--- config.mk ---
export PLATFORM = sky130hd
export DESIGN_NAME = s27_bist_sequencer_flat
export DESIGN_NICKNAME = d
export VERILOG_FILES = /design/src/rtl/s27_bist_sequencer_if.sv /design/src/rtl/s27_bist_sequencer.sv /design/src/flat_wrapper.sv
export SDC_FILE = /design/constraint.sdc
export NUM_CORES = 1
export LEC_CHECK = 0
export ABC_AREA = 1
export CORE_ASPECT_RATIO = 0.75
export CORE_MARGIN = 10
export CORE_UTILIZATION = 50
export DETAILED_ROUTE_END_ITERATION = 10
export PLACE_DENSITY = 0.73
export SLEW_MARGIN = 20
export SYNTH_ARGS = -nofsm -noshare
export SYNTH_HDL_FRONTEND = slang
export SYNTH_SLANG_ARGS = --single-unit
--- constraint.sdc ---
create_clock -name CK -period 5.3 [get_ports CK]
set_input_delay 0.795 -clock CK [delete_from_list [all_inputs] [get_ports CK]]
set_output_delay 0.795 -clock CK [all_outputs]
set_load 0.05 [all_outputs]
--- src/rtl/s27_bist_sequencer_if.sv ---
// s27_bist_sequencer_if
//   Groups the control, stimulus and result signals exchanged between the
//   s27 BIST sequencer and its environment (host plus s27 instance).
//
//   START       host -> seq   begin a run (sampled only while idle)
//   PAT_COUNT   host -> seq   number of captured patterns, latched at START
//   GOLDEN_SIG  host -> seq   expected signature, latched at START
//   G17         s27  -> seq   s27 response bit
//   DUT_G0..3   seq  -> s27   registered stimulus to s27 primary inputs
//   BUSY        seq  -> host  high while flushing or running patterns
//   DONE        seq  -> host  one-cycle end-of-run pulse
//   SIG         seq  -> host  current / final MISR signature
//   MISMATCH    seq  -> host  final signature differs from golden
//
//   master: the sequencer side.  slave: the host / s27 side.
interface s27_bist_sequencer_if;
    logic        START;
    logic [15:0] PAT_COUNT;
    logic [15:0] GOLDEN_SIG;
    logic        G17;
    logic        DUT_G0;
    logic        DUT_G1;
    logic        DUT_G2;
    logic        DUT_G3;
    logic        BUSY;
    logic        DONE;
    logic [15:0] SIG;
    logic        MISMATCH;

    modport master (
        input  START, PAT_COUNT, GOLDEN_SIG, G17,
        output DUT_G0, DUT_G1, DUT_G2, DUT_G3, BUSY, DONE, SIG, MISMATCH
    );

    modport slave (
        output START, PAT_COUNT, GOLDEN_SIG, G17,
        input  DUT_G0, DUT_G1, DUT_G2, DUT_G3, BUSY, DONE, SIG, MISMATCH
    );
endinterface

--- src/rtl/s27_bist_sequencer.sv ---
// s27_bist_sequencer
//   BIST controller for the s27 benchmark. Flushes the s27 flops with
//   FLUSH_CYC all-zero cycles, applies PAT_COUNT LFSR patterns on G0..G3,
//   compacts every G17 response into a 16-bit MISR and flags a mismatch
//   against the golden signature at the end of the run.
//
//   CK   clock, all state updates on posedge
//   RST  asynchronous active-high reset
//   bus  s27_bist_sequencer_if.master (START, PAT_COUNT, GOLDEN_SIG, G17 in;
//        DUT_G0..3, BUSY, DONE, SIG, MISMATCH out)
module s27_bist_sequencer #(
    parameter logic [7:0]  SEED      = 8'hA5,
    parameter int unsigned FLUSH_CYC = 4,
    parameter logic [15:0] SIG_INIT  = 16'hFFFF
) (
    input  logic                        CK,
    input  logic                        RST,
    s27_bist_sequencer_if.master        bus
);

    typedef enum logic [1:0] {
        S_IDLE,
        S_FLUSH,
        S_RUN,
        S_FIN
    } state_t;

    localparam logic [3:0] FLUSH_LAST = 4'(FLUSH_CYC - 1);

    state_t      r_state;
    logic [7:0]  r_lfsr;
    logic [15:0] r_sig;
    logic [15:0] r_golden;
    logic [15:0] r_pat_cnt;
    logic [15:0] r_idx;
    logic [3:0]  r_fcnt;
    logic [3:0]  r_dut_g;
    logic        r_busy;
    logic        r_done;
    logic        r_mismatch;

    logic [7:0]  w_lfsr_next;
    logic [15:0] w_misr_next;
    logic        w_last_pat;
    logic        w_last_flush;

    assign w_lfsr_next  = {r_lfsr[6:0], r_lfsr[7] ^ r_lfsr[5] ^ r_lfsr[4] ^ r_lfsr[3]};
    assign w_misr_next  = {r_sig[14:0], 1'b0}
                        ^ (r_sig[15] ? 16'h1021 : 16'h0000)
                        ^ {15'b0, bus.G17};
    // PAT_COUNT is nonzero whenever RUN is entered, so the subtraction never
    // wraps and a count of 16'hFFFF runs the full 65535 patterns.
    assign w_last_pat   = (r_idx == (r_pat_cnt - 16'd1));
    assign w_last_flush = (r_fcnt == FLUSH_LAST);

    always_ff @(posedge CK or posedge RST) begin
        if (RST) begin
            r_state    <= S_IDLE;
            r_lfsr     <= SEED;
            r_sig      <= SIG_INIT;
            r_golden   <= '0;
            r_pat_cnt  <= '0;
            r_idx      <= '0;
            r_fcnt     <= '0;
            r_dut_g    <= '0;
            r_busy     <= 1'b0;
            r_done     <= 1'b0;
            r_mismatch <= 1'b0;
        end else begin
            case (r_state)
                S_IDLE: begin
                    r_dut_g <= '0;
                    r_busy  <= 1'b0;
                    r_done  <= 1'b0;
                    if (bus.START) begin
                        r_pat_cnt  <= bus.PAT_COUNT;
                        r_golden   <= bus.GOLDEN_SIG;
                        r_lfsr     <= SEED;
                        r_sig      <= SIG_INIT;
                        r_mismatch <= 1'b0;
                        r_idx      <= '0;
                        r_fcnt     <= '0;
                        if (bus.PAT_COUNT != 16'd0) begin
                            r_state <= S_FLUSH;
                            r_busy  <= 1'b1;
                        end else begin
                            r_state <= S_FIN;
                        end
                    end
                end

                S_FLUSH: begin
                    if (w_last_flush) begin
                        r_state <= S_RUN;
                        r_dut_g <= r_lfsr[3:0];
                    end else begin
                        r_fcnt <= r_fcnt + 4'd1;
                    end
                end

                S_RUN: begin
                    r_sig  <= w_misr_next;
                    r_lfsr <= w_lfsr_next;
                    if (w_last_pat) begin
                        r_state    <= S_FIN;
                        r_dut_g    <= '0;
                        r_busy     <= 1'b0;
                        r_done     <= 1'b1;
                        r_mismatch <= (w_misr_next != r_golden);
                    end else begin
                        r_idx   <= r_idx + 16'd1;
                        r_dut_g <= w_lfsr_next[3:0];
                    end
                end

                S_FIN: begin
                    // Arriving from RUN, DONE is already high and drops here.
                    // Arriving straight from IDLE (zero patterns), DONE rises
                    // here instead, so it lands one edge after START.
                    r_state <= S_IDLE;
                    r_done  <= ~r_done;
                    if (!r_done) begin
                        r_mismatch <= (r_sig != r_golden);
                    end
                end

                default: r_state <= S_IDLE;
            endcase
        end
    end

    assign bus.DUT_G0   = r_dut_g[0];
    assign bus.DUT_G1   = r_dut_g[1];
    assign bus.DUT_G2   = r_dut_g[2];
    assign bus.DUT_G3   = r_dut_g[3];
    assign bus.BUSY     = r_busy;
    assign bus.DONE     = r_done;
    assign bus.SIG      = r_sig;
    assign bus.MISMATCH = r_mismatch;

endmodule

--- src/flat_wrapper.sv ---
// flat-port wrapper written by rule: the top's interface ports become plain ports
module s27_bist_sequencer_flat 
#(
    parameter logic [7:0]  SEED      = 8'hA5,
    parameter int unsigned FLUSH_CYC = 4,
    parameter logic [15:0] SIG_INIT  = 16'hFFFF
)
  (CK, RST, bus_START, bus_PAT_COUNT, bus_GOLDEN_SIG, bus_G17, bus_DUT_G0, bus_DUT_G1, bus_DUT_G2, bus_DUT_G3, bus_BUSY, bus_DONE, bus_SIG, bus_MISMATCH);
  s27_bist_sequencer_if bus_i ();
  input  logic CK;
  input  logic RST;
  input wire logic [$bits(bus_i.START)-1:0] bus_START;
  input wire logic [$bits(bus_i.PAT_COUNT)-1:0] bus_PAT_COUNT;
  input wire logic [$bits(bus_i.GOLDEN_SIG)-1:0] bus_GOLDEN_SIG;
  input wire logic [$bits(bus_i.G17)-1:0] bus_G17;
  output wire logic [$bits(bus_i.DUT_G0)-1:0] bus_DUT_G0;
  output wire logic [$bits(bus_i.DUT_G1)-1:0] bus_DUT_G1;
  output wire logic [$bits(bus_i.DUT_G2)-1:0] bus_DUT_G2;
  output wire logic [$bits(bus_i.DUT_G3)-1:0] bus_DUT_G3;
  output wire logic [$bits(bus_i.BUSY)-1:0] bus_BUSY;
  output wire logic [$bits(bus_i.DONE)-1:0] bus_DONE;
  output wire logic [$bits(bus_i.SIG)-1:0] bus_SIG;
  output wire logic [$bits(bus_i.MISMATCH)-1:0] bus_MISMATCH;
  assign bus_i.START = bus_START;
  assign bus_i.PAT_COUNT = bus_PAT_COUNT;
  assign bus_i.GOLDEN_SIG = bus_GOLDEN_SIG;
  assign bus_i.G17 = bus_G17;
  assign bus_DUT_G0 = bus_i.DUT_G0;
  assign bus_DUT_G1 = bus_i.DUT_G1;
  assign bus_DUT_G2 = bus_i.DUT_G2;
  assign bus_DUT_G3 = bus_i.DUT_G3;
  assign bus_BUSY = bus_i.BUSY;
  assign bus_DONE = bus_i.DONE;
  assign bus_SIG = bus_i.SIG;
  assign bus_MISMATCH = bus_i.MISMATCH;
  s27_bist_sequencer #(.SEED(SEED), .FLUSH_CYC(FLUSH_CYC), .SIG_INIT(SIG_INIT)) u_core (.CK(CK), .RST(RST), .bus(bus_i));
endmodule
## Word-level counts from Yosys, hierarchy flattened

Index checks and enable logic that the tools add are counted.

| storage, ports and cells | value |
|---|---|
| flip-flop bits (word level) | 85 |
| bits in latches | 0 |
| bits in writable memories | 0 |
| memory bits (read-only) | 0 |
| input bits | 36 |
| memories kept | 0 |

| cells by class | value |
|---|---|
| $add $sub $neg | 3 |
| multipliers | 0 |
| div/mod/pow operators | 0 |
| $lt $le $gt $ge | 0 |
| equality and inequality tests | 13 |
| shift operators | 0 |
| muxes and demuxes | 29 |
| bitwise gates (word level) | 6 |
| reductions and logical operators | 15 |

Operators with widths:

| operator | count |
|---|---|
| one-hot mux 16 bit (2 select lines) | 2 |
| two-way mux 16 bit | 3 |
| != test 16 bit | 2 |
| adder 16 x 1 -> 16 bit (second input constant) | 1 |
| equality test 16 bit | 1 |
| two-way mux 4 bit | 4 |
| one-hot mux 8 bit (2 select lines) | 1 |
| nonzero test 16 bit | 1 |
| subtractor 16 x 1 -> 16 bit (second input constant) | 1 |
| bitwise XOR 16 x 1 -> 16 bit | 1 |
| bitwise XOR 16 bit | 1 |
| two-way mux 13 bit | 1 |
| one-hot mux 4 bit (3 select lines) | 1 |
| AND reduction 2 bit | 5 |
| AND reduction 3 bit | 3 |
| two-way mux 2 bit | 4 |
| two-way mux 8 bit | 1 |
| != test 2 bit (second input constant) | 4 |
| one-hot mux 2 bit (4 select lines) | 1 |
| one-hot mux 4 bit (2 select lines) | 1 |
| two-way mux 1 bit | 7 |
| one-hot mux 1 bit (3 select lines) | 2 |
| nonzero test 3 bit | 2 |
| adder 4 x 1 -> 4 bit (second input constant) | 1 |
| 10 further kinds | 15 |

## Logic depth before layout (Yosys ltp)

Gate-level depths: netlist (run 1).

| depth | value |
|---|---|
| depth in word-level cells | 6 |
| depth in mapped cells | 16 |
| gate-level depth less buffers | 15 |

## Worst setup path before layout (run 1)

OpenSTA, ideal clock, no wires.

| timing path | value |
|---|---|
| kind | register -> register |
| from | register u_core.r_pat_cnt[0] |
| to | register u_core.r_idx[10] |
| setup time | 0.117 ns |
| data arrival time | 1.942 ns |
| path slack | 3.240 ns |
| cell stages (with the launch flop) | 16 |
| path buffers | 2 |
| path through | dfrtp_1 -> inv_1 -> ha_1 -> nand2_1 -> nor2_1 -> nand2_1 -> nand2_1 -> nand2_1 -> nor2_1 -> nand2_1 -> nor2_1 -> nand3_2 -> buf_6 -> buf_2 -> nand4_1 -> nand2_1 |

| between the ends | value |
|---|---|
| longest elaborated chain between the ends | 4 |

Ends and longest elaborated chain:

| what | RTL line | RTL |
|---|---|---|
| from (decl) | s27_bist_sequencer.sv:34 | `logic [15:0] r_pat_cnt;` |
| from (signal assigned) | s27_bist_sequencer.sv:76 | `r_pat_cnt <= bus.PAT_COUNT;` |
| subtractor 16 x 1 -> 16 bit | s27_bist_sequencer.sv:53 | `assign w_last_pat = (r_idx == (r_pat_cnt - 16'd1));` |
| equality test 16 bit | s27_bist_sequencer.sv:53 |  |
| != test 2 bit (no source line) | -- |  |
| AND reduction 3 bit (no source line) | -- |  |
| to (signal assigned) | s27_bist_sequencer.sv:111 | `r_idx <= r_idx + 16'd1;` |
| to (decl) | s27_bist_sequencer.sv:35 | `logic [15:0] r_idx;` |

Every way passes these cells.
A chain may end at the register's enable or synchronous reset.

## Final worst setup path (run 1)

| timing path | value |
|---|---|
| from | register u_core.r_state[0] |
| to | register u_core.r_idx[8] |

| between the ends | value |
|---|---|
| longest elaborated chain between the ends | 3 |
| elaborated cells between the ends (all ways) | 7 |

Ends and longest elaborated chain:

| what | RTL line | RTL |
|---|---|---|
| from (decl) | s27_bist_sequencer.sv:30 | `state_t r_state;` |
| from (signal assigned) | s27_bist_sequencer.sv:58 | `r_state <= S_IDLE;` |
| from (signal assigned) | s27_bist_sequencer.sv:84 | `r_state <= S_FLUSH;` |
| from (signal assigned) | s27_bist_sequencer.sv:87 | `r_state <= S_FIN;` |
| equality test 2 bit / logical NOT 2 bit (equally long branches) | s27_bist_sequencer.sv:70 | `case (r_state)` |
| != test 2 bit (no source line) / nonzero test 2 bit (equally long branches) | -- |  |
| AND reduction 3 bit (no source line) | -- |  |

Several ways; a longest one is shown, not always the timed one.

==> results.sh, run 1 <==
export IMPL_peakVddDrop_v=0.0002662
export IMPL_fin_crit_ns=3.445
export IMPL_pre_cts_slack_ns=1.914
export IMPL_wl_per_cell_microns=14.62
export IMPL_fin_setup_tns_ns=0
export IMPL_clk_path_buf_depth=2
export IMPL_fmaxAchievable_mhz=290.2
export IMPL_rsz0062_at_grt="no"
export IMPL_crit_chain="inv_1 -> ha_1 -> inv_1 -> nand2_1 -> nand2_1 -> inv_1 -> o21ai_4 -> nand2_1 -> nand2_1"
export IMPL_yosysTopAreaCellShare_pct=31.62
export IMPL_clk_root_buffer_cell="clkbuf_16"
export IMPL_num_rows=31
export IMPL_vias_per_cell=5.333
export IMPL_yosysTopAreaCell="dfrtp_1"
export IMPL_fin_skew_ns=0.006708
export IMPL_crit_family="buffers and inverters"
export IMPL_port_buffers=58
export IMPL_outcome="finished, final reports clean"
export IMPL_die_w_microns=137.1
export IMPL_globalRouteMet2Util_pct=25.62
export IMPL_synth_cell_types=35
export IMPL_gp_congestion=0.9213
export IMPL_timing_critical_path_mode_cell="nand2_1"
export IMPL_finish_net_count=802
export IMPL_post_cts_setup_buffers=0
export IMPL_grt_max_degree=58
export IMPL_fill_cells=919
export IMPL_ys_seq_area_share_pct=41.84
export IMPL_dp_hpwl_microns=9742
export IMPL_period_share_pct=65.01
export IMPL_h_tree_depth=3
export IMPL_multi_input_area_sq_um=2485
export IMPL_finalHoldViolations=0
export IMPL_grt_antenna_before_repair=0
export IMPL_syn_to_final_growth_pct=18.37
export IMPL_critPathArrivalTime_ns=3.67
export IMPL_fp_coreArea_sq_um=9852
export IMPL_grt_pass1_wl_microns=21470
export IMPL_vias=4773
export IMPL_die_area_sq_um=14790
export IMPL_crit_path_max_incr_delay_ns=0.70
export IMPL_worstMarginPinSlew_ns=1.075
export IMPL_first_global_vias=4454
export IMPL_setup_violations=0
export IMPL_crit_path_top_delay_cell="ha_1"
export IMPL_drt_iter0_markers=461
export IMPL_grt_overflow_total=0
export IMPL_postLayoutCoreUtil_pct=61.80
export IMPL_clkTransAtPathRegs_ns=0.06
export IMPL_synthTopCellsByArea="dfrtp_1 32%, nand2_1 17%, dfstp_2 10%"
export IMPL_worstPathMaxFanout=23
export IMPL_finalWirelength_microns=13080
export IMPL_drv_cap=0
export IMPL_fin_ws_ns=1.855
export IMPL_met1_usage_pct=26.07
export IMPL_cp_end_kind="register"
export IMPL_grt_use_total_pct=18.08
export IMPL_p_per_area_nw_per_um2=507.3
export IMPL_cts_resized=0
export IMPL_start_kind="register"
export IMPL_die_y_microns=107.8
export IMPL_p_leak_nw=3.129
export IMPL_dpl_cell_count=879
export IMPL_whs_ns=0.4785
export IMPL_drv_slew=0
export IMPL_cts_tree="yes"
export IMPL_synth_nets=751
export IMPL_path_class="register to register"
export IMPL_ys_seq_elements=85
export IMPL_required_ns=5.53
export IMPL_top_level_ports=59
export IMPL_netlist_area_sq_um=5144
export IMPL_antenna_left=0
export IMPL_cts_inserted_buffers=9
export IMPL_maxSlewHeadroom_pct=28.35
export IMPL_final_layout_size_suffix_gt1_share_pct=6.553
export IMPL_layout_cells_non_filler=895
export IMPL_gr_usage_met3_pct=5.597
export IMPL_min_path_type="register to register"
export IMPL_busiest_layer="met1"
export IMPL_synth_avg_cell_area_sq_um=7.275
export IMPL_antenna_cells=0
export IMPL_drtPass1Iterations=5
export IMPL_crit_buf_inv=3
export IMPL_regArea_sq_um=2152
export IMPL_ys_warn_count=0
export IMPL_start_util_pct=52.21
export IMPL_synth_cells=707
export IMPL_clk_latency_ns=0.35
export IMPL_drc=0
export IMPL_hold_buffers=0
export IMPL_clock_sinks=85
[where the power goes]
part           switching, W  leakage [nW]  internal (W)
Sequential         0.000188          1.05      0.000875
Clock              0.000251         0.130      0.000344
Combinational      0.000953          1.94      0.000478
Total               0.00139          3.13       0.00170
[registers in the layout (all words and copies together) (netlist names), 2 cells and up]
register	count
u_core.r_idx	16
u_core.r_pat_cnt	16
u_core.r_lfsr	8
u_core.r_state	2
u_core.r_fcnt	4
u_core.r_dut_g	4
u_core.bus.SIG	16
u_core.r_golden	16
[cells in the final DEF (no fill, tap or decap), types with 2 or more instances in the layout]
cell / count
buf_4: 2
nand3b_1: 2
o21ai_1: 2
a21oi_1: 9
clkdlybuf4s50_1: 58
nor2_1: 45
nor2_2: 5
nand3_1: 34
nor3_1: 5
clkbuf_8: 2
o21ai_0: 49
nand2_1: 232
nand4_1: 27
nor2_4: 2
clkbuf_1: 4
xor2_1: 24
o22ai_1: 3
ha_1: 8
nor4_1: 2
dfstp_2: 20
xnor2_1: 9
dfrtp_1: 65
o31ai_1: 2
inv_1: 109
clkbuf_16: 9
o211ai_1: 5
a22oi_1: 16
nand2_4: 3
[cells by family after synthesis]
group                    count (synthesis)  share of synthesized area [%]
AND/OR/NAND/NOR                        362                          30.55
buffers and inverters                  130                          9.852
AO/OA/AOI/OAI                           89                          10.19
flip-flops                              85                          41.84
XOR/XNOR                                33                          5.619
adder cells (fa/ha/maj)                  8                          1.946
[metal layers]
layer	share of wire, %	wire (microns)	up-vias
met5	0	0	-
met4	1.2	157	0
met3	7.0	918	13
met2	42	5499	175
met1	50	6509	2236
li1	-	-	2349
[Yosys cell counts (all sizes together)]
master / instances
o211ai: 5
xnor2: 9
nor2: 53
o31ai: 2
ha: 8
nand3b: 2
or2: 2
nand4: 27
xor2: 24
o22ai: 3
nand3: 35
buf: 6
inv: 110
nor4: 2
nor3: 6
o21ai: 52
dfstp: 20
a21oi: 9
nand2: 235
dfrtp: 65
a22oi: 16
clkbuf: 14
a31oi: 1
a32o: 1
[path summary, 6_finish.rpt]
kind	startpoint	end	slack (ns)	depth (start not counted)
max in group asynchronous	RST	u_core.r_lfsr[0]$_DFFE_PP1P_	3.46	3
max reg2reg	u_core.r_state[0]$_DFFE_PP0P_	u_core.r_idx[8]$_DFFE_PP0P_	1.85	9
min	u_core.r_dut_g[2]$_DFFE_PP0P_	u_core.r_dut_g[2]$_DFFE_PP0P_	0.48	2
min reg2reg	u_core.r_dut_g[2]$_DFFE_PP0P_	u_core.r_dut_g[2]$_DFFE_PP0P_	0.48	2
max	u_core.r_state[0]$_DFFE_PP0P_	u_core.r_idx[8]$_DFFE_PP0P_	1.85	9
min in group asynchronous	RST	u_core.r_golden[13]$_DFFE_PP0P_	0.93	2
[stage by stage]
step	cell area (sq um)	power, W
2_1_floorplan	5144	0.002130
6_report	6088	0.003088
3_5_place_dp	5812	0.002477
3_3_place_gp	5812	0.002431
5_1_grt	6088	0.003326
4_1_cts	6087	0.003082
[cell type report]
cell class              instances  share of cell area [%]
well taps                     132                   2.713
repair buffers                 60                   9.782
multi-input cells             492                   40.81
clock buffers                  15                   4.398
flip-flops and latches         85                   35.35
clock inverters                 1                  0.1233
inverters                     110                   6.823
[worst min-delay path, delay by kind of cell (launching register included)]
family        cells  cell delay (ns)
simple gates      2             0.10
flops             1             0.34
Note: power is estimated with default switching activity, not from simulation.
==> inputs of run 2 (changes only) <==
==> constraint.sdc (replaced) <==
create_clock -name CK -period 3.6 [get_ports CK]
set_input_delay 0.54 -clock CK [delete_from_list [all_inputs] [get_ports CK]]
set_output_delay 0.54 -clock CK [all_outputs]
set_load 0.05 [all_outputs]
==> run 2 against run 1 <==
Compared with the run above:
- total power increased by 52%
- clock skew down 0.0013 ns
- wire length increased by 0.80%
- utilization is 0.72 points higher
- non-clock buffer count up 5
- global-route usage rose by 0.17 points
- setup slack got worse by 1.0 ns
- count of clock-buffer cells in the layout fell by 3
- critical path type unchanged
- critical endpoint is now u_core.r_idx[11]$_DFFE_PP0P_
- highest routed layer unchanged
==> results.sh, run 2 (synthesis gave the netlist of run 1 again) <==
export IMPL_clk_path_buf_depth=2
export IMPL_die_y_microns=107.8
export IMPL_globalRouteMet2Util_pct=26.03
export IMPL_final_cell_mix="232 x nand2_1, 109 x inv_1, 65 x dfrtp_1"
export IMPL_p_leak_nw=3.173
export IMPL_antenna_left=0
export IMPL_grt_pass1_wl_microns=21860
export IMPL_setup_violations=0
export IMPL_post_route_cell_area_sq_um=6160
export IMPL_grt_overflow_total=0
export IMPL_crit_path_top_delay_cell="o21ai_4"
export IMPL_finish_net_count=807
export IMPL_period_share_pct=77.20
export IMPL_peakVddDrop_v=0.0003875
export IMPL_met1_usage_pct=27.21
export IMPL_whs_ns=0.4775
export IMPL_fin_skew_ns=0.005368
export IMPL_grt_antenna_before_repair=0
export IMPL_cp_end_kind="register"
export IMPL_grt_max_degree=43
export IMPL_final_common_cell="nand2_1"
export IMPL_final_layout_size_suffix_gt1_share_pct=7.292
export IMPL_busiest_layer="met1"
export IMPL_gp_congestion=0.9283
export IMPL_syn_to_final_growth_pct=19.75
export IMPL_die_w_microns=137.1
export IMPL_crit_family="simple AND/OR/NAND/NOR gates"
export IMPL_vias=4708
export IMPL_maxSlewHeadroom_pct=43.88
export IMPL_clock_sinks=85
export IMPL_cts_resized=0
export IMPL_outcome="finished, final reports clean"
export IMPL_clk_latency_ns=0.34
export IMPL_required_ns=3.87
export IMPL_drv_cap=0
export IMPL_post_cts_setup_buffers=0
export IMPL_path_class="register to register"
export IMPL_drtPass1Iterations=5
export IMPL_clk_root_buffer_cell="clkbuf_16"
export IMPL_port_buffers=58
export IMPL_fill_cells=870
export IMPL_worstPathMaxFanout=20
export IMPL_fp_coreArea_sq_um=9852
export IMPL_drc=0
export IMPL_fin_crit_ns=2.779
export IMPL_vias_per_cell=5.231
export IMPL_dp_hpwl_microns=9954
export IMPL_grt_use_total_pct=18.25
export IMPL_timing_critical_path_mode_cell="nand2_1"
export IMPL_gr_usage_met3_pct=4.244
export IMPL_finalHoldViolations=0
export IMPL_place_area_sq_um=5849
export IMPL_fmaxAchievable_mhz=359.8
export IMPL_finalWirelength_microns=13190
export IMPL_cts_inserted_buffers=9
export IMPL_crit_buf_inv=1
export IMPL_top_level_ports=59
export IMPL_num_rows=31
export IMPL_total_power_w=0.004686
export IMPL_h_tree_depth=3
export IMPL_first_global_vias=4477
export IMPL_p_per_area_nw_per_um2=760.7
export IMPL_wl_per_cell_microns=14.65
export IMPL_min_path_type="register to register"
export IMPL_drt_iter0_markers=456
export IMPL_fin_setup_tns_ns=0
export IMPL_die_area_sq_um=14790
export IMPL_start_util_pct=52.21
export IMPL_drv_slew=0
export IMPL_crit_chain="inv_1 -> ha_1 -> nand2_1 -> nor2_1 -> nand2_1 -> nand2_1 -> nand2_1 -> nor2_1 -> nand2_1 -> nor2_1 -> nand3_2 -> o21ai_4 -> nand2_1 -> nand2_1"
export IMPL_hold_buffers=0
export IMPL_clkTransAtPathRegs_ns=0.06
export IMPL_worstMarginPinSlew_ns=0.8408
export IMPL_start_kind="register"
export IMPL_rsz0062_at_grt="no"
export IMPL_cts_tree="yes"
export IMPL_antenna_cells=0
export IMPL_crit_path_max_incr_delay_ns=0.53
export IMPL_critPathArrivalTime_ns=3.05
[run 2: final timing paths]
| kind | from | to | slack, ns | cells past startpoint |
|---|---|---|---|---|
| min in group asynchronous | RST | u_core.r_pat_cnt[8]$_DFFE_PP0P_ | 0.63 | 2 |
| hold reg to reg | u_core.bus.MISMATCH$_DFFE_PP0P_ | u_core.bus.MISMATCH$_DFFE_PP0P_ | 0.48 | 2 |
| max in group asynchronous | RST | u_core.r_lfsr[2]$_DFFE_PP1P_ | 2.10 | 3 |
| setup / recovery | u_core.r_pat_cnt[0]$_DFFE_PP0P_ | u_core.r_idx[11]$_DFFE_PP0P_ | 0.82 | 14 |
| hold / removal | u_core.bus.MISMATCH$_DFFE_PP0P_ | u_core.bus.MISMATCH$_DFFE_PP0P_ | 0.48 | 2 |
| setup reg to reg | u_core.r_pat_cnt[0]$_DFFE_PP0P_ | u_core.r_idx[11]$_DFFE_PP0P_ | 0.82 | 14 |
[run 2: layer usage]
layer | wire length (microns) | share of wire [%]
met1 | 6666 | 51
met5 | 0 | 0
met3 | 855 | 6.5
met2 | 5582 | 42
met4 | 85 | 0.64
[run 2: metrics by stage]
stage                     worst slack, ns  instances  utilization [%]
after floorplan                    0.8996        707                -
after global placement             0.9783        884            59.37
after detailed placement           0.8491        884            59.37
after CTS                          0.8212        900            62.52
after global routing               0.4715        900            62.52
final                              0.8209        900            62.52
[run 2: layout make-up]
| cell class | count | area, sq um | area share (%) |
|---|---|---|---|
| Clock buffer | 12 | 236.5 | 3.839 |
| Clock inverter | 4 | 73.82 | 1.198 |
| Inverter | 110 | 414.1 | 6.724 |
| Timing Repair Buffer | 65 | 633.1 | 10.28 |
| Multi-Input combinational cell | 492 | 2485 | 40.34 |
| Sequential cell | 85 | 2152 | 34.94 |
| Tap cell | 132 | 165.2 | 2.681 |
[run 2: where the power goes]
group	total [W]	switching [W]	internal, W
clock	0.000990	0.000381	0.000609
combinational	0.00212	0.00140	0.000720
sequential	0.00157	0.000285	0.00129
total	0.00469	0.00207	0.00262
[run 2: worst reg2reg max path: stages (launching register included)]
cell,delay [ns]
dfrtp_1,0.39
inv_1,0.20
ha_1,0.27
nand2_1,0.11
nor2_1,0.18
nand2_1,0.07
nand2_1,0.06
nand2_1,0.05
nor2_1,0.08
nand2_1,0.05
nor2_1,0.14
nand3_2,0.40
o21ai_4,0.53
nand2_1,0.10
nand2_1,0.08
==> variant, RTL diff (settings of run 2) <==
Encoding of `state_t`: now one-hot (4 bits for 4 states).
--- a/src/rtl/s27_bist_sequencer.sv
+++ b/src/rtl/s27_bist_sequencer.sv
@@ -19,9 +19,9 @@
 );
 
-    typedef enum logic [1:0] {
-        S_IDLE,
-        S_FLUSH,
-        S_RUN,
-        S_FIN
+    typedef enum logic [3:0] {
+        S_IDLE  = 4'b0001,
+        S_FLUSH = 4'b0010,
+        S_RUN   = 4'b0100,
+        S_FIN   = 4'b1000
     } state_t;
 
Function: same outputs for any inputs over 10 cycles, from zero or initial values and one cycle with RST high; not proved beyond that.
==> variant against run 2 <==
- count of clock-buffer cells in the layout shrank 1
- area after synthesis grew 4.8%
- total power shrank 14%
- clock power grew 9%
- fmax grew 11%
- worst setup slack gained 0.28 ns
- cell area grew 4.2%
- wire length grew 13%
- sequential cell count grew 2
- critical path type unchanged
==> variant: results (changes against run 2) <==
skew final 0.0153 ns (+0.00990 ns); Distinct cells, synth 41 (+17%); final-stage net count 859 (+6.4%); ANT cells 0 (unchanged); Area Overhead vs Synth 19.1%; status completed; Worst Setup SP u_core.r_pat_cnt[0]$_DFFE_PP0P_; top area cells in the synthesized netlist dfrtp_1, nand2_1, dfstp_2, nand3_1, inv_1; Vias 5203 (+11%); CTS Buffer Depth 2 (unchanged); # resized after CTS 0 (unchanged); Synthesized Nets 809 (+7.7%); DP HPWL 11.0 mm (+10%); list of most frequent post-synthesis cells nand2_1, inv_1, nand3_1, dfrtp_1, nor2_1; static leakage 3.20 nW (+0.93%); slowest stage delay, CP 0.38 ns (-0.15 ns); Total Routing Usage GR 0.191 (+0.00854); share of synthesized registers carrying an async set or reset 1.00 (unchanged); Tightest Hold Check Type flop to flop; Post-CTS Setup Inserts 0 (unchanged); Worst Reg-to-Reg Cells 13 (-1); critical-path cell with the highest stage delay dfrtp_1; register area share after synthesis 0.409 (-0.00971); total CTS buffers 9 (unchanged); vias in the first global route 4891 (+9.2%); first-pass GRT wire length 24.4 mm (+11%); critical path class flop to flop; largest net degree at the start of global routing 51 (+19%); 1st-iter DRT viols 361 (-21%); TritonRoute pass-1 iters 6 (+1); drc violations 0 (unchanged); Fill cells 942 (+8.3%); detailed-route wire length per cell 15.5 um (+5.5%); Slew @ Worst Pin 0.905 ns (+0.0646 ns); clock latency on the worst-skew pair 0.35 ns; Top FF cell, synth dfrtp_1; Worst Path Max Fanout 16 (-20%); Placer Congestion 0.918 (-1.1%); share of layout cells above drive strength 1 0.0970 (+0.0241); initial antenna violation count 0 (unchanged); R2R setup slack 1.10 ns (+0.28 ns); dpl cell area 0.00608 mm2 (+4.0%); H-tree depth 3 (unchanged); Worst-path clk slew 0.07 ns; Yosys Warn Count 0 (unchanged); Worst VDD drop 0.000272 V (-30%); CTS root buffer clkbuf_16; RR Endpoint u_core.r_idx[1]$_DFFE_PP0P_; I/O Buffers 58 (unchanged); critical path's top delay family simple AND/OR/NAND/NOR gates
variant: cells by family (layout without fill, tap and decap cells):
logic type	Yosys count	after routing	share of synthesized area
simple gates	467	467	0.382
buf+inv	120	175	0.0893
flops	87	87	0.409
compound gates	68	68	0.0724
xor+xnor	25	25	0.0406
fa+ha+maj	3	3	0.00696
variant: worst min-delay path by stage:
stage	startpoint	end	cells past startpoint
floorplan	u_core.r_lfsr[6]$_DFFE_PP0P_	u_core.r_lfsr[7]$_DFFE_PP1P_	2
global placement	u_core.bus.BUSY$_DFFE_PP0P_	u_core.bus.BUSY$_DFFE_PP0P_	2
detailed placement	u_core.bus.BUSY$_DFFE_PP0P_	u_core.bus.BUSY$_DFFE_PP0P_	2
CTS	u_core.bus.BUSY$_DFFE_PP0P_	u_core.bus.BUSY$_DFFE_PP0P_	2
global route	u_core.r_dut_g[2]$_DFFE_PP0P_	u_core.r_dut_g[2]$_DFFE_PP0P_	2
finish	u_core.bus.BUSY$_DFFE_PP0P_	u_core.bus.BUSY$_DFFE_PP0P_	2
variant: tightest hold or removal path, stage by stage, from the launching register on:
cell,delay (ns)
dfrtp_1,0.35
nand2_1,0.06
nand2_1,0.05
variant: cell type report:
| type | instances | area (um2) | area share |
|---|---|---|---|
| multi-input cells | 563 | 2710 | 0.423 |
| flip-flops and latches | 87 | 2200 | 0.343 |
| repair buffers | 64 | 638 | 0.0994 |
| inverters | 95 | 358 | 0.0557 |
| clock buffers | 11 | 233 | 0.0363 |
| well taps | 136 | 170 | 0.0265 |
| clock inverters | 5 | 104 | 0.0162 |
variant: routing by layer:
| metal | track usage | vias to the layer above | wire length, um |
|---|---|---|---|
| li1 | - | 2537 | - |
| met1 | 0.279 | 2468 | 7270 |
| met2 | 0.288 | 190 | 6590 |
| met3 | 0.0366 | 8 | 908 |
| met4 | 0.0375 | 0 | 89 |
| met5 | 0 | - | 0 |
variant: where the power goes:
| part | leakage, nW | internal, W | switching, W |
|---|---|---|---|
| registers | 1.09 | 0.00119 | 0.000218 |
| clock network | 0.164 | 0.000681 | 0.000395 |
| logic | 1.95 | 0.000514 | 0.00105 |
variant: per-stage QoR:
| stage | instances | setup slack (ns) | hold WS, ns | util |
|---|---|---|---|---|
| 4_1_cts | 961 | 1.11 | 0.490 | 0.617 |
| 2_1_floorplan | 770 | 0.845 | 0.456 | - |
| 6_report | 961 | 1.10 | 0.486 | 0.617 |
| 3_3_place_gp | 945 | 1.17 | 0.456 | 0.584 |
| 5_1_grt | 961 | 0.872 | 0.517 | 0.617 |
| 3_5_place_dp | 945 | 1.13 | 0.474 | 0.584 |
